File: config.mk
export PLATFORM = sky130hd
export DESIGN_NAME = data_mem_resp
export DESIGN_NICKNAME = d
export VERILOG_FILES = /design/src/rtl/data_mem_resp.sv
export SDC_FILE = /design/constraint.sdc
export NUM_CORES = 1
export LEC_CHECK = 0
export ABC_AREA = 1
export CAP_MARGIN = 20
export CORE_MARGIN = 4
export CORE_UTILIZATION = 25
export CTS_CLUSTER_DIAMETER = 100
export CTS_CLUSTER_SIZE = 16
export DETAILED_ROUTE_END_ITERATION = 8
export HOLD_SLACK_MARGIN = 0.03
export SLEW_MARGIN = 20
export SYNTH_ARGS = -nofsm -noshare
export SYNTH_HDL_FRONTEND = slang
export SYNTH_SLANG_ARGS = --single-unit
File: constraint.sdc
create_clock -name clk -period 28.1 [get_ports clk]
set_clock_uncertainty 0.15 [all_clocks]
set_input_delay 5.62 -clock clk [delete_from_list [all_inputs] [get_ports clk]]
set_output_delay 5.62 -clock clk [all_outputs]
set_load 0.02 [all_outputs]
File: src/rtl/data_mem_resp.sv
// -----------------------------------------------------------------------------
// data_mem_resp
//   Data-memory responder for the memory stage of the PIGRO pipeline. It serves
//   STR (write) and LDW (read) accesses against a 2^AW x DW register-array
//   memory. Writes are posted into a small FIFO and retire to the array one per
//   cycle. Reads return registered data one cycle after the request. A read
//   first looks in the pending writes, and the youngest matching entry wins.
//
// Parameters
//   AW     address width; the memory holds 2^AW words
//   DW     data word width (raw bits)
//   DEPTH  posted-write queue entries (1..4)
//
// Ports
//   clk       in   rising-edge clock
//   rst       in   asynchronous reset, active-high
//   wr_en     in   write request
//   wr_addr   in   write word address
//   wr_data   in   write data
//   wr_ready  out  queue can accept a write this cycle
//   rd_en     in   read request
//   rd_addr   in   read word address
//   rd_data   out  registered read data
//   rd_valid  out  rd_data valid, one-cycle pulse per read
//   q_empty   out  no posted writes pending
// -----------------------------------------------------------------------------
module data_mem_resp #(
    parameter int AW    = 4,
    parameter int DW    = 32,
    parameter int DEPTH = 2
) (
    input  logic          clk,
    input  logic          rst,
    input  logic          wr_en,
    input  logic [AW-1:0] wr_addr,
    input  logic [DW-1:0] wr_data,
    output logic          wr_ready,
    input  logic          rd_en,
    input  logic [AW-1:0] rd_addr,
    output logic [DW-1:0] rd_data,
    output logic          rd_valid,
    output logic          q_empty
);

    localparam int WORDS = 1 << AW;
    localparam int CW    = $clog2(DEPTH + 1);

    typedef struct packed {
        logic [AW-1:0] addr;
        logic [DW-1:0] data;
    } wr_entry_t;

    // Shift-register FIFO: entry 0 is always the oldest (the head), and
    // entries 0..count-1 are valid. A higher index means a younger write.
    wr_entry_t     q_q [DEPTH];
    wr_entry_t     q_d [DEPTH];
    logic [CW-1:0] count_q, count_d;

    logic [DW-1:0] mem_q [WORDS];

    logic [DW-1:0] rd_data_q, rd_data_d;
    logic          rd_valid_q;
    logic [DW-1:0] rd_word;

    logic          push;
    logic          pop;

    // The ready signal looks only at the registered count. A pop in the same
    // cycle does not free a slot for the incoming write.
    assign wr_ready = (count_q != CW'(DEPTH));
    assign push     = wr_en && wr_ready;
    // The pop decision comes from the count before the edge. A write accepted
    // into an empty queue therefore cannot retire at the same edge.
    assign pop      = (count_q != '0);
    assign q_empty  = (count_q == '0);

    // NOTE: combinational blocks assign every output a default first, so no
    // path through the branches can leave a value held (no latch).
    always_comb begin
        q_d     = q_q;
        count_d = count_q;
        if (pop) begin
            for (int i = 0; i < DEPTH - 1; i++) begin
                q_d[i] = q_q[i + 1];
            end
            count_d = count_q - CW'(1);
        end
        // After any pop, count_d is exactly the first free slot, so push and
        // pop together keep FIFO order with the count unchanged.
        if (push) begin
            q_d[count_d] = '{addr: wr_addr, data: wr_data};
            count_d      = count_d + CW'(1);
        end
    end

    // Read-after-write bypass uses the queue state before the edge. Scanning
    // from oldest to youngest makes the youngest match win. The head entry
    // that drains at this edge still takes part.
    always_comb begin
        rd_word = mem_q[rd_addr];
        for (int i = 0; i < DEPTH; i++) begin
            if ((CW'(i) < count_q) && (q_q[i].addr == rd_addr)) begin
                rd_word = q_q[i].data;
            end
        end
        rd_data_d = rd_en ? rd_word : rd_data_q;
    end

    // NOTE: sequential state uses non-blocking assignments only, so every
    // register samples the values from before the edge.
    always_ff @(posedge clk or posedge rst) begin
        if (rst) begin
            count_q    <= '0;
            rd_data_q  <= '0;
            rd_valid_q <= 1'b0;
            for (int i = 0; i < DEPTH; i++) begin
                q_q[i] <= '0;
            end
            // NOTE: the array is reset on purpose. After reset, a read of any
            // address must return 0. That costs a reset net on every word.
            for (int i = 0; i < WORDS; i++) begin
                mem_q[i] <= '0;
            end
        end else begin
            count_q    <= count_d;
            q_q        <= q_d;
            rd_valid_q <= rd_en;
            rd_data_q  <= rd_data_d;
            if (pop) begin
                mem_q[q_q[0].addr] <= q_q[0].data;
            end
        end
    end

    assign rd_data  = rd_data_q;
    assign rd_valid = rd_valid_q;

endmodule

==> flow_summary.toml <==
[floorplanning]
die_area_sq_um = 121000
ios = 79
fp.dieH_um = 348
initial_core_util = 0.252
rows = 124
core_area_sq_um = 115000
dieWidth_um = 348

[synth]
synthTopCellsByCount = "nand2_1 (1329), dfrtp_1 (619), o21ai_0 (568)"
seq_area_frac_synth = 0.537
ys.flop_type = "dfrtp_1"
synth.top_cells.by_area = "dfrtp_1 (54%), nand2_1 (17%), o21ai_0 (9.9%), nand3_1 (6.7%), inv_1 (3.9%)"
netlist_area_sq_um = 28800
synth.most_common_cell = "nand2_1"
yosys.area.top_type = "dfrtp_1"
synth_top_area_share = 0.537
synth_cells = 3766
synth-warning-count = 0
async_flop_share = 1.00
syn_nets = 3810
ys_ff_latch = 619
synth_edf_count = 0
ys_types = 23
avgSynthCellArea_sq_um = 7.66

[global_routing]
antenna_found_initial = 0
grt_pass1_wl_mm = 134
grt_max_degree = 177
grt_use_met2 = 0.223
grt_use_total = 0.139
grt_overflow = 0
first_global_vias = 22400
grtUsageMet3 = 0.0183
grt_busiest_layer = "met2"
grt_use_met1 = 0.195

[layout]
fin_nets = 3657
layout-drive-gt1-share = 0.0304
num_antenna_cells = 0
fin_cells = 5125
design_area_sq_um = 31800
syn_to_final_growth_pct = 10.1

[detailed_routing]
drt-vias-per-instance = 4.66
dr.pass1.iters = 6
drt-total-wl_mm = 85.7
remaining_drc_errors = 0
ant_nets = 0
first_iter_violations = 2166
wl_per_cell_um = 16.7
via_count = 23900

[min_path]
hp-class = "reg -> reg"
min_from = "q_q[8]$_DFFE_PP0P_"

[pwr]
p_leak_nw = 15.2
powerDensity_nw_per_um2 = 70.7
peakVddDrop_mv = 0.0369

[timing]
hold_viol_final = 0
setup_viol = 0
drv_slew = 0
worst_pin_slew_ps = 1080
period_minus_slack_ps = 9410
grt_setup_unrepaired = "no"
finalSetupTns_ps = 0
fin_crit_sh = 0.335
fmax_mhz = 106
worst_slack_ps = 18690
relSlewSlack = 0.278

[critical_path]
cpPeakStageDelay_ps = 830
path_class = "in -> async"
slowest_stage = "buf_4"
cp_cell_sequence = "clkdlybuf4s50_1 -> inv_8 -> buf_4 -> buf_4 -> buf_4 -> buf_4"
crit_required_ps = 28620
endpoint_kind = "async pin"
r2r_start = "count_q[1]$_DFF_PP0_"
reg2reg_slack_ps = 24820
startpoint = "rst"
crit_fanout = 115
cp_common_cell = "buf_4"
cp_data_arrival_time_ps = 9920
critPathLaunchType = "input port"

[place]
dpl.hpwl_mm = 44.1
dp_cells = 5079
placed_cell_area_sq_um = 30600
port_buffers = 78
dp_slack_ps = 17910
gp_congestion = 0.755

[clock_network]
clock_sinks = 619
clock-root-buffer = "clkbuf_16"
worstSkewPairLatency_ps = 590
htreeDepth = 2
cts_resized = 0
numCtsBuffers = 44
post-cts-setup-buffer-count = 0
clkTransAtPathRegs_ps = 70
tritoncts = "built"
cts_hold_buf = 0
clockBufferDepth = 3

[run]
cap_violations = 0

[status]
status = "finished, final reports clean"
metrics by stage:
stage	total power [mW]	hold slack [ps]	util
after floorplan	1.54	298	-
after global routing	2.40	261	0.277
final	2.25	254	0.277
after global placement	1.65	237	0.267
after CTS	2.26	257	0.277
after detailed placement	1.67	240	0.268
critical path, delay by kind of cell:
family,cells,cell delay (ps)
buf+inv,6,4070
area by class of cell:
type                       instances  area, sq um
clock buffer                      45         1130
clock inverter                     1         7.51
fill                           12400        82700
inverter                         305         1160
multi-input combinational       2534        11000
sequential                       619        15500
tap                             1512         1890
timing repair buffer             109         1040
power breakdown:
part / internal [mW] / switching [mW]
clock network: 0.283 / 0.309
registers: 1.09 / 0.110
logic: 0.172 / 0.279
path summary, 6_finish.rpt:
path,to,cells past startpoint
hold / removal,q_q[8]$_DFFE_PP0P_,0
setup / recovery,mem_q[338]$_DFFE_PP0P_,6
hold reg to reg,q_q[8]$_DFFE_PP0P_,0
max in group clk,rd_data[22]$_DFFE_PP0P_,9
setup reg to reg,mem_q[370]$_DFFE_PP0P_,6
min in group asynchronous,q_q[38]$_DFF_PP0_,2
per-layer routing:
metal  up-vias  routed length [um]
li1      11500                   -
met1     11600               39200
met2       639               39100
met3       136                4850
met4         0                2560
met5         -                   0
flip-flops by register name, summed over array words and instances, names as in the netlist:
register and cells:
rd_data 32, mem_q 512, rd_valid 1, q_q 72, count_q 2
placed cells by master, fill, tap and decap left out, drive strengths merged, types with 2 or more instances in the layout:
cell type	instances
inv	305
buf	34
nand3	399
a21oi	66
nor2	146
clkdlybuf4s50	74
o21ai	585
clkbuf	46
or2	2
dfrtp	619
nand2	1333
cells by family after synthesis:
kind of cell / synth area share
DFF: 0.537
buffers and inverters: 0.0840
xor gates and xnor gates: 0.000304
AOI/OAI and AO/OA: 0.113
and+or+nand+nor: 0.266
(Power assumes the default switching activity.)
